File: src/rtl/vmem_arbiter.sv
// ============================================================================
// Module   : vmem_arbiter
// Brief    : Single-port arbiter/sequencer for the 64K x 16 video block RAM
//            (video write, host bus with nWAIT, corner-detector reads).
// Revision : 1.0
// ============================================================================
`default_nettype none

module vmem_arbiter #(
    parameter int AW         = 16,
    parameter int DW         = 16,
    parameter int RD_LAT     = 1,
    parameter int STARVE_MAX = 8
) (
    input  logic          Sys_clk,
    input  logic          reset,
    input  logic          vid_wr_stb,
    input  logic [AW-1:0] vid_wr_addr,
    input  logic [DW-1:0] vid_wr_data,
    input  logic          host_csx,
    input  logic          host_rdx,
    input  logic          host_wrx,
    input  logic [AW-1:0] host_addr,
    input  logic [DW-1:0] host_wdata,
    output logic [DW-1:0] host_rdata,
    output logic          host_waitx,
    input  logic          det_req,
    input  logic [AW-1:0] det_addr,
    output logic          det_gnt,
    output logic          det_rvalid,
    output logic [DW-1:0] det_rdata,
    output logic [AW-1:0] ram_addr,
    output logic [DW-1:0] ram_wdata,
    output logic          ram_wren,
    output logic          ram_rden,
    input  logic [DW-1:0] ram_q,
    output logic [1:0]    owner
);

    localparam int SW = $clog2(STARVE_MAX + 1);
    localparam int CW = (RD_LAT > 1) ? $clog2(RD_LAT) : 1;

    localparam logic [1:0] c_OWN_IDLE = 2'd0;
    localparam logic [1:0] c_OWN_VID  = 2'd1;
    localparam logic [1:0] c_OWN_HST  = 2'd2;
    localparam logic [1:0] c_OWN_DET  = 2'd3;

    typedef enum logic [1:0] {
        H_IDLE = 2'd0,
        H_REQ  = 2'd1,
        H_DATA = 2'd2,
        H_DONE = 2'd3
    } hst_state_t;

    hst_state_t        r_hst_state;
    hst_state_t        w_hst_next;
    logic [AW-1:0]     r_hst_addr;
    logic [DW-1:0]     r_hst_wdata;
    logic              r_hst_rd;
    logic [DW-1:0]     r_hst_rdata;
    logic [CW-1:0]     r_lat_cnt;

    logic              r_vid_pend;
    logic [AW-1:0]     r_vid_addr;
    logic [DW-1:0]     r_vid_data;

    logic [SW-1:0]     r_starve;
    logic [RD_LAT-1:0] r_det_vld;

    logic w_start, w_end, w_det_first, w_hst_cap;
    logic w_gnt_vid, w_gnt_hst, w_gnt_det;

    assign w_start     = !host_csx && (!host_rdx || !host_wrx);
    assign w_end       = host_csx || (host_rdx && host_wrx);
    assign w_det_first = (r_starve >= SW'(STARVE_MAX));
    assign w_hst_cap   = (r_hst_state == H_DATA) && (r_lat_cnt == CW'(RD_LAT - 1));

    // Fixed priority; a starved detector jumps ahead of the host only.
    always_comb begin
        w_gnt_vid = 1'b0;
        w_gnt_hst = 1'b0;
        w_gnt_det = 1'b0;
        if (!reset) begin
            if (r_vid_pend)                     w_gnt_vid = 1'b1;
            else if (det_req && w_det_first)    w_gnt_det = 1'b1;
            else if (r_hst_state == H_REQ)      w_gnt_hst = 1'b1;
            else if (det_req)                   w_gnt_det = 1'b1;
        end
    end

    always_comb begin
        ram_addr  = '0;
        ram_wdata = '0;
        ram_wren  = 1'b0;
        ram_rden  = 1'b0;
        owner     = c_OWN_IDLE;
        if (w_gnt_vid) begin
            ram_addr  = r_vid_addr;
            ram_wdata = r_vid_data;
            ram_wren  = 1'b1;
            owner     = c_OWN_VID;
        end else if (w_gnt_hst) begin
            ram_addr = r_hst_addr;
            owner    = c_OWN_HST;
            if (r_hst_rd) begin
                ram_rden = 1'b1;
            end else begin
                ram_wren  = 1'b1;
                ram_wdata = r_hst_wdata;
            end
        end else if (w_gnt_det) begin
            ram_addr = det_addr;
            ram_rden = 1'b1;
            owner    = c_OWN_DET;
        end
    end

    // waitx drops in the very cycle the strobe is seen, before the FSM moves.
    always_comb begin
        w_hst_next = r_hst_state;
        host_waitx = 1'b1;
        case (r_hst_state)
            H_IDLE: begin
                if (w_start) begin
                    w_hst_next = H_REQ;
                    host_waitx = 1'b0;
                end
            end
            H_REQ: begin
                host_waitx = 1'b0;
                if (w_gnt_hst) w_hst_next = r_hst_rd ? H_DATA : H_DONE;
            end
            H_DATA: begin
                host_waitx = 1'b0;
                if (w_hst_cap) w_hst_next = H_DONE;
            end
            H_DONE: begin
                if (w_end) w_hst_next = H_IDLE;
            end
            default: w_hst_next = H_IDLE;
        endcase
        if (reset) host_waitx = 1'b1;
    end

    always_ff @(posedge Sys_clk) begin
        if (reset) begin
            r_hst_state <= H_IDLE;
            r_hst_addr  <= '0;
            r_hst_wdata <= '0;
            r_hst_rd    <= 1'b0;
            r_hst_rdata <= '0;
            r_lat_cnt   <= '0;
            r_vid_pend  <= 1'b0;
            r_vid_addr  <= '0;
            r_vid_data  <= '0;
            r_starve    <= '0;
            r_det_vld   <= '0;
        end else begin
            r_hst_state <= w_hst_next;
            if (r_hst_state == H_IDLE && w_start) begin
                r_hst_addr  <= host_addr;
                r_hst_wdata <= host_wdata;
                r_hst_rd    <= !host_rdx;
            end
            if (r_hst_state == H_DATA) r_lat_cnt <= w_hst_cap ? '0 : r_lat_cnt + 1'b1;
            if (w_hst_cap) r_hst_rdata <= ram_q;

            // A strobe in the issue cycle recaptures, keeping the slot busy.
            if (vid_wr_stb) begin
                r_vid_pend <= 1'b1;
                r_vid_addr <= vid_wr_addr;
                r_vid_data <= vid_wr_data;
            end else if (w_gnt_vid) begin
                r_vid_pend <= 1'b0;
            end

            if (!det_req || w_gnt_det)             r_starve <= '0;
            else if (r_starve < SW'(STARVE_MAX))   r_starve <= r_starve + 1'b1;

            r_det_vld <= (r_det_vld << 1) | RD_LAT'(w_gnt_det);
        end
    end

    assign det_gnt    = w_gnt_det;
    assign det_rvalid = !reset && r_det_vld[RD_LAT-1];
    assign det_rdata  = det_rvalid ? ram_q : '0;
    assign host_rdata = reset ? '0 : r_hst_rdata;

endmodule

`default_nettype wire

File: config.mk
export PLATFORM = sky130hd
export DESIGN_NAME = vmem_arbiter
export DESIGN_NICKNAME = d
export VERILOG_FILES = /design/src/rtl/vmem_arbiter.sv
export SDC_FILE = /design/constraint.sdc
export NUM_CORES = 1
export LEC_CHECK = 0
export CORE_MARGIN = 4
export CORE_UTILIZATION = 45
export CTS_BUF_LIST = sky130_fd_sc_hd__clkbuf_4
export DETAILED_ROUTE_END_ITERATION = 6
export GPL_TIMING_DRIVEN = 0
export MAX_ROUTING_LAYER = met4
export PLACE_DENSITY = 0.85
export SLEW_MARGIN = 0
export SYNTH_ARGS = -nofsm -noshare
export SYNTH_HDL_FRONTEND = slang
export SYNTH_SLANG_ARGS = --single-unit
File: constraint.sdc
create_clock -name Sys_clk -period 3.5 [get_ports Sys_clk]
set_input_delay 0.875 -clock Sys_clk [delete_from_list [all_inputs] [get_ports Sys_clk]]
set_output_delay 0.875 -clock Sys_clk [all_outputs]
set_load 0.01 [all_outputs]
==> results of run 1 <==
[metal layers]
layer,part of all wire [%],vias to the layer above
met3,11,7
li1,-,2049
met1,40,1937
met5,0,-
met2,48,189
met4,0.97,0
[cell usage after synthesis]
library cell | number | area share (%)
a21o_1 | 1 | 0.19
o31ai_1 | 1 | 0.19
and3_1 | 1 | 0.15
nand2_1 | 130 | 12
clkbuf_1 | 25 | 2.3
ha_1 | 6 | 1.9
nor2_1 | 38 | 3.5
nand2b_1 | 5 | 0.77
a21oi_1 | 67 | 8.3
a21boi_0 | 1 | 0.19
and2b_1 | 1 | 0.19
inv_1 | 22 | 2.0
or2_2 | 1 | 0.15
nand4b_1 | 1 | 0.22
o21ai_0 | 1 | 0.12
nor3b_1 | 2 | 0.37
a211oi_1 | 1 | 0.19
o21a_1 | 1 | 0.19
nor3b_2 | 1 | 0.31
nand3_1 | 1 | 0.12
dfxtp_1 | 90 | 45
a311oi_2 | 1 | 0.37
a31oi_1 | 2 | 0.31
xnor2_1 | 1 | 0.22
nor2b_1 | 22 | 3.4
and2_1 | 18 | 2.8
mux2i_1 | 33 | 8.2
buf_6 | 1 | 0.28
buf_2 | 14 | 1.7
a222oi_1 | 17 | 4.2
xor2_1 | 1 | 0.22
a211o_1 | 1 | 0.22
[flip-flops by register name, indices dropped and copies added, names as in the netlist]
name and count:
r_hst_wdata 16, r_lat_cnt 1, r_hst_addr 16, r_starve 4, r_vid_data 16, r_vid_pend 1, r_det_vld 1, r_hst_state 2
r_vid_addr 16, r_hst_rdata 16, r_hst_rd 1
[layout make-up]
type,instances,area [um^2]
multi-input cells,356,2020
plain buffers,38,220
inverters,22,82.6
fillers,721,2580
repair buffers,178,1750
flip-flops and latches,90,1800
clock inverters,5,56.3
clock buffers,10,75.1
well taps,108,135
[worst min-delay path, stage by stage, from the launching register on]
cell and delay (ns):
dfxtp_1 0.33, nand2_1 0.05, a21oi_1 0.05
[metrics by stage]
step | util (%) | area (um^2)
6_report | 70.4 | 6140
5_1_grt | 70.4 | 6140
4_1_cts | 70.1 | 6120
3_5_place_dp | 67.6 | 5900
3_3_place_gp | 67.6 | 5900
2_1_floorplan | - | 4040
[worst paths after layout]
path / startpoint / endpoint / depth (start not counted)
setup / recovery: host_rdx / host_waitx / 5
hold / removal: r_hst_rdata[3] / r_hst_rdata[3] / 2
setup reg to reg: r_hst_state[0] / r_hst_wdata[6] / 6
hold reg to reg: r_hst_rdata[3] / r_hst_rdata[3] / 2
[cells by family (layout without fill, tap and decap cells)]
group	count (synthesis)	count (layout)
AO/OA/AOI/OAI	94	94
XOR/XNOR	2	2
adder cells (fa/ha/maj)	6	6
buffers and inverters	62	253
flip-flops	90	90
multiplexers	33	33
AND/OR/NAND/NOR	221	221
[power breakdown]
| group | switching, uW | internal (uW) | total, uW |
|---|---|---|---|
| logic | 548 | 470 | 1020 |
| clock network | 345 | 221 | 566 |
| registers | 79.1 | 1160 | 1240 |
| total | 971 | 1850 | 2830 |
[what timing repair did]
action | 4_1_cts | 5_1_grt
setup endpoints to repair | 54 | 34
cloned | 0 | 1
setup buffers | 4 | 1
gates resized for setup | 72 | 5
pin swaps | 6 | 3
endpoints found under the hold margin | 0 | 0
==> metrics.yaml, run 1 <==
fin_ws_ns: 0.115
ys_types: 32
cp.arrival_ns: 2.51
drt_iter0_drc: 236
status: "completed"
start_kind: "primary input"
synth-seq-cells: 90
io_buffers: 172
globalplace.congestion: 0.895
antenna_found_initial: 0
max_stage_delay_ns: 0.47
antenna_left: 0
cts.clk_slew.worst_paths_ns: 0.13
synth_cells: 508
place_ws_ns: -0.585
worst_slew_pin_slew_ns: 0.539
drv_slew: 0
overflow: 0
dieArea_um2: 10600
endpoint_kind: "output pin"
hold_path.class: "flip-flop to flip-flop"
area_growth_pct: 52.0
wl_per_cell_um: 16.2
crit_top_cell: "clkdlybuf4s50_1"
cap_violations: 0
vias_per_cell: 5.18
use_met2_pct: 42.9
dp_cells: 788
grtUsageMet3_pct: 7.10
fin_tns_setup_ns: 0
mostFrequentLayoutCell: "clkdlybuf4s50_1"
hold_ws_ns: 0.462
synth_area_per_cell_um2: 7.95
leakage_uw: 0.00262
grt_pass1_wl_mm: 19.7
rsz0062_at_grt: "false"
slew_headroom_pct: 64.1
grt_use_met1_pct: 28.4
skew_ns: 0.0230
synthMuxAreaShare_pct: 8.18
synth_xor_area_share_pct: 0.434
finalPower_uw: 2830
grt_max_degree: 16
crit_type: "primary input to output pin"
row_count: 34
grt_usage_pct: 24.9
fmax_mhz: 295
slowest_stage: "clkdlybuf4s50_1"
cts_buffer_depth: 2
cts_tree: "built"
postCtsHoldBufs: 0
antenna_cells: 0
reg2reg_slack_ns: 1.63
route.detailed.drc: 0
path_cells: "clkdlybuf4s50_1, a21oi_2, nand2_2, a21o_1, clkdlybuf4s50_1"
path_delay_family: "buffers and inverters"
cts_buffers: 9
dp_hpwl_mm: 9.90
drive_gt1_share_pct: 7.58
yosysSeqAreaShare_pct: 44.6
h-tree-depth: 3
die_y_um: 103
ir_drop_v: 0.000362
synth_top_family_by_area: "simple AND/OR/NAND/NOR gates"
yosys.area_share.simple_pct: 24.1
layout.nets: 804
clock_latency_ns: 0.44
setup_violations: 0
syn_nets: 617
layout_common_cells: "clkdlybuf4s50_1, nand2_1, dfxtp_1"
grt.busiest_layer: "met2"
crit_fanout: 15
ys_warn_count: 0
ioPinCount: 174
root_buffer: "clkbuf_4"
vias: 4182
worstPathBufferInverterCount: 2
clock-sinks: 90
grt_pass1_vias: 4152
stdcell_count: 807
fin_crit_ns: 3.39
initial_core_util_pct: 46.3
fp.coreArea_um2: 8720
timing_hold_violations_final: 0
synthAdderAreaFrac_pct: 1.86
synth_compound_area_share_pct: 14.5
first_pass_iters: 5
fin_crit_sh_pct: 96.7
mappedNetlistArea_um2: 4040
cp.required_ns: 2.62
die-width_um: 103
power.density_nw_per_um2: 460
wirelength_mm: 13.1
(Power assumes the default switching activity.)
==> run 2: changes to the inputs <==
--- a/config.mk
+++ b/config.mk
@@ -5,6 +5,7 @@
 export SDC_FILE = /design/constraint.sdc
 export NUM_CORES = 1
 export LEC_CHECK = 0
+export CORE_ASPECT_RATIO = 1.5
 export CORE_MARGIN = 4
 export CORE_UTILIZATION = 45
 export CTS_BUF_LIST = sky130_fd_sc_hd__clkbuf_4
==> metrics.yaml, run 2 (synthesized netlist as in run 1, its figures left out) <==
status: "completed"
r2r-start: "r_hst_state[0]"
cp.required_ns: 2.62
cts_tree: "built"
antenna_left: 0
r2r_end: "r_hst_wdata[10]"
hold_path.class: "flip-flop to flip-flop"
vias: 4137
reg2regPathDepth: 6
cp.arrival_ns: 2.52
final_cell_area_um2: 6070
fin_crit_sh_pct: 96.9
cts_buffers: 9
dp_hpwl_mm: 9.94
wirelength_mm: 12.8
h-tree-depth: 3
crit_type: "primary input to output pin"
dp_cells: 790
clock-sinks: 90
wl_met3_um: 912
finalPower_uw: 2730
fin_tns_setup_ns: 0
overflow: 0
io_buffers: 172
power.density_nw_per_um2: 449
placed_area_um2: 5900
drv_slew: 0
ioPinCount: 174
skew_ns: 0.00747
wl_per_cell_um: 15.9
drive_gt1_share_pct: 7.05
first_pass_iters: 5
dieArea_um2: 10600
grt_pass1_wl_mm: 19.9
clock_latency_ns: 0.43
globalplace.congestion: 0.867
grt_usage_pct: 24.5
endpoint: "host_waitx"
timing_hold_violations_final: 0
drt_iter0_drc: 228
cts.clk_slew.worst_paths_ns: 0.13
critPathLaunch: "host_rdx"
layout_common_cells: "clkdlybuf4s50_1, nand2_1, dfxtp_1"
grt_pass1_vias: 4224
area_growth_pct: 50.4
leakage_uw: 0.00257
ir_drop_v: 0.000260
die-width_um: 85.4
min_path_cells: 2
slew_headroom_pct: 62.4
cts_buffer_depth: 2
reg2reg_slack_ns: 1.59
cap_violations: 0
rsz0062_at_grt: "false"
place_ws_ns: -0.632
start_kind: "primary input"
endpoint_kind: "output pin"
worst_slew_pin_slew_ns: 0.564
fin_ws_ns: 0.108
highest_layer: "met4"
antenna_found_initial: 0
postCtsHoldBufs: 0
crit_fanout: 15
fp.coreArea_um2: 8780
layout.nets: 800
grt_max_degree: 18
route.detailed.drc: 0
wl_met1_mm: 5.00
root_buffer: "clkbuf_4"
row_count: 42
stdcell_count: 805
initial_core_util_pct: 46.0
antenna_cells: 0
route.met2.wl_mm: 6.60
fmax_mhz: 295
die_y_um: 124
mostFrequentLayoutCell: "clkdlybuf4s50_1"
vias_per_cell: 5.14
setup_violations: 0
fin_crit_ns: 3.39
[run 2: worst min-delay path by stage]
stage                          from         endpoint  slack [ns]
finish               r_hst_rdata[5]   r_hst_rdata[5]        0.46
global route        r_hst_rdata[12]  r_hst_rdata[12]        0.48
CTS                 r_hst_rdata[10]  r_hst_rdata[10]        0.46
detailed placement  r_hst_rdata[10]  r_hst_rdata[10]        0.45
global placement    r_hst_rdata[14]  r_hst_rdata[14]        0.44
floorplan            r_hst_rdata[0]   r_hst_rdata[0]        0.43
[run 2: worst max-delay path, stage by stage]
cell,delay [ns]
clkdlybuf4s50_1,0.45
a21oi_2,0.24
nand2_2,0.25
a21o_1,0.23
clkdlybuf4s50_1,0.47
[run 2: metrics by stage]
step           hold slack, ns  util, %
3_3_place_gp            0.437     67.2
6_report                0.464     69.2
4_1_cts                 0.464     69.0
5_1_grt                 0.476     69.2
3_5_place_dp            0.446     67.2
2_1_floorplan           0.432        -
[run 2: cell type report]
| class | count | area (um^2) |
|---|---|---|
| Inverter | 22 | 82.6 |
| Buffer | 36 | 208 |
| Tap cell | 110 | 138 |
| Timing Repair Buffer | 176 | 1730 |
| Sequential cell | 90 | 1800 |
| Clock buffer | 11 | 82.6 |
| Clock inverter | 4 | 20.0 |
| Fill cell | 738 | 2700 |
| Multi-Input combinational cell | 356 | 2010 |
[run 2: routing by layer]
metal	up-vias	GRT usage, %
met5	-	-
met4	0	10.1
met3	21	4.30
met2	178	44.2
met1	1896	26.4
li1	2042	-
[run 2: timing repair]
item                                    4_1_cts  5_1_grt
resized for setup                            72        4
buffers inserted                              3        0
endpoints found under the setup margin       49       32
cloned                                        0        1
pin swaps                                     4        1
[run 2: report_power, final]
part / total, uW / internal [uW] / switching [uW]
sequential: 1240 / 1160 / 79.6
combinational: 1000 / 463 / 539
clock: 481 / 153 / 328
==> run 3: changes to the inputs <==
--- a/config.mk
+++ b/config.mk
@@ -9,6 +9,7 @@
 export CORE_MARGIN = 4
 export CORE_UTILIZATION = 45
 export CTS_BUF_LIST = sky130_fd_sc_hd__clkbuf_4
+export CTS_CLUSTER_DIAMETER = 100
 export DETAILED_ROUTE_END_ITERATION = 6
 export GPL_TIMING_DRIVEN = 0
 export MAX_ROUTING_LAYER = met4
==> results of run 3 <==
The final DEF is identical to that of run 2; final timing and power are the same.
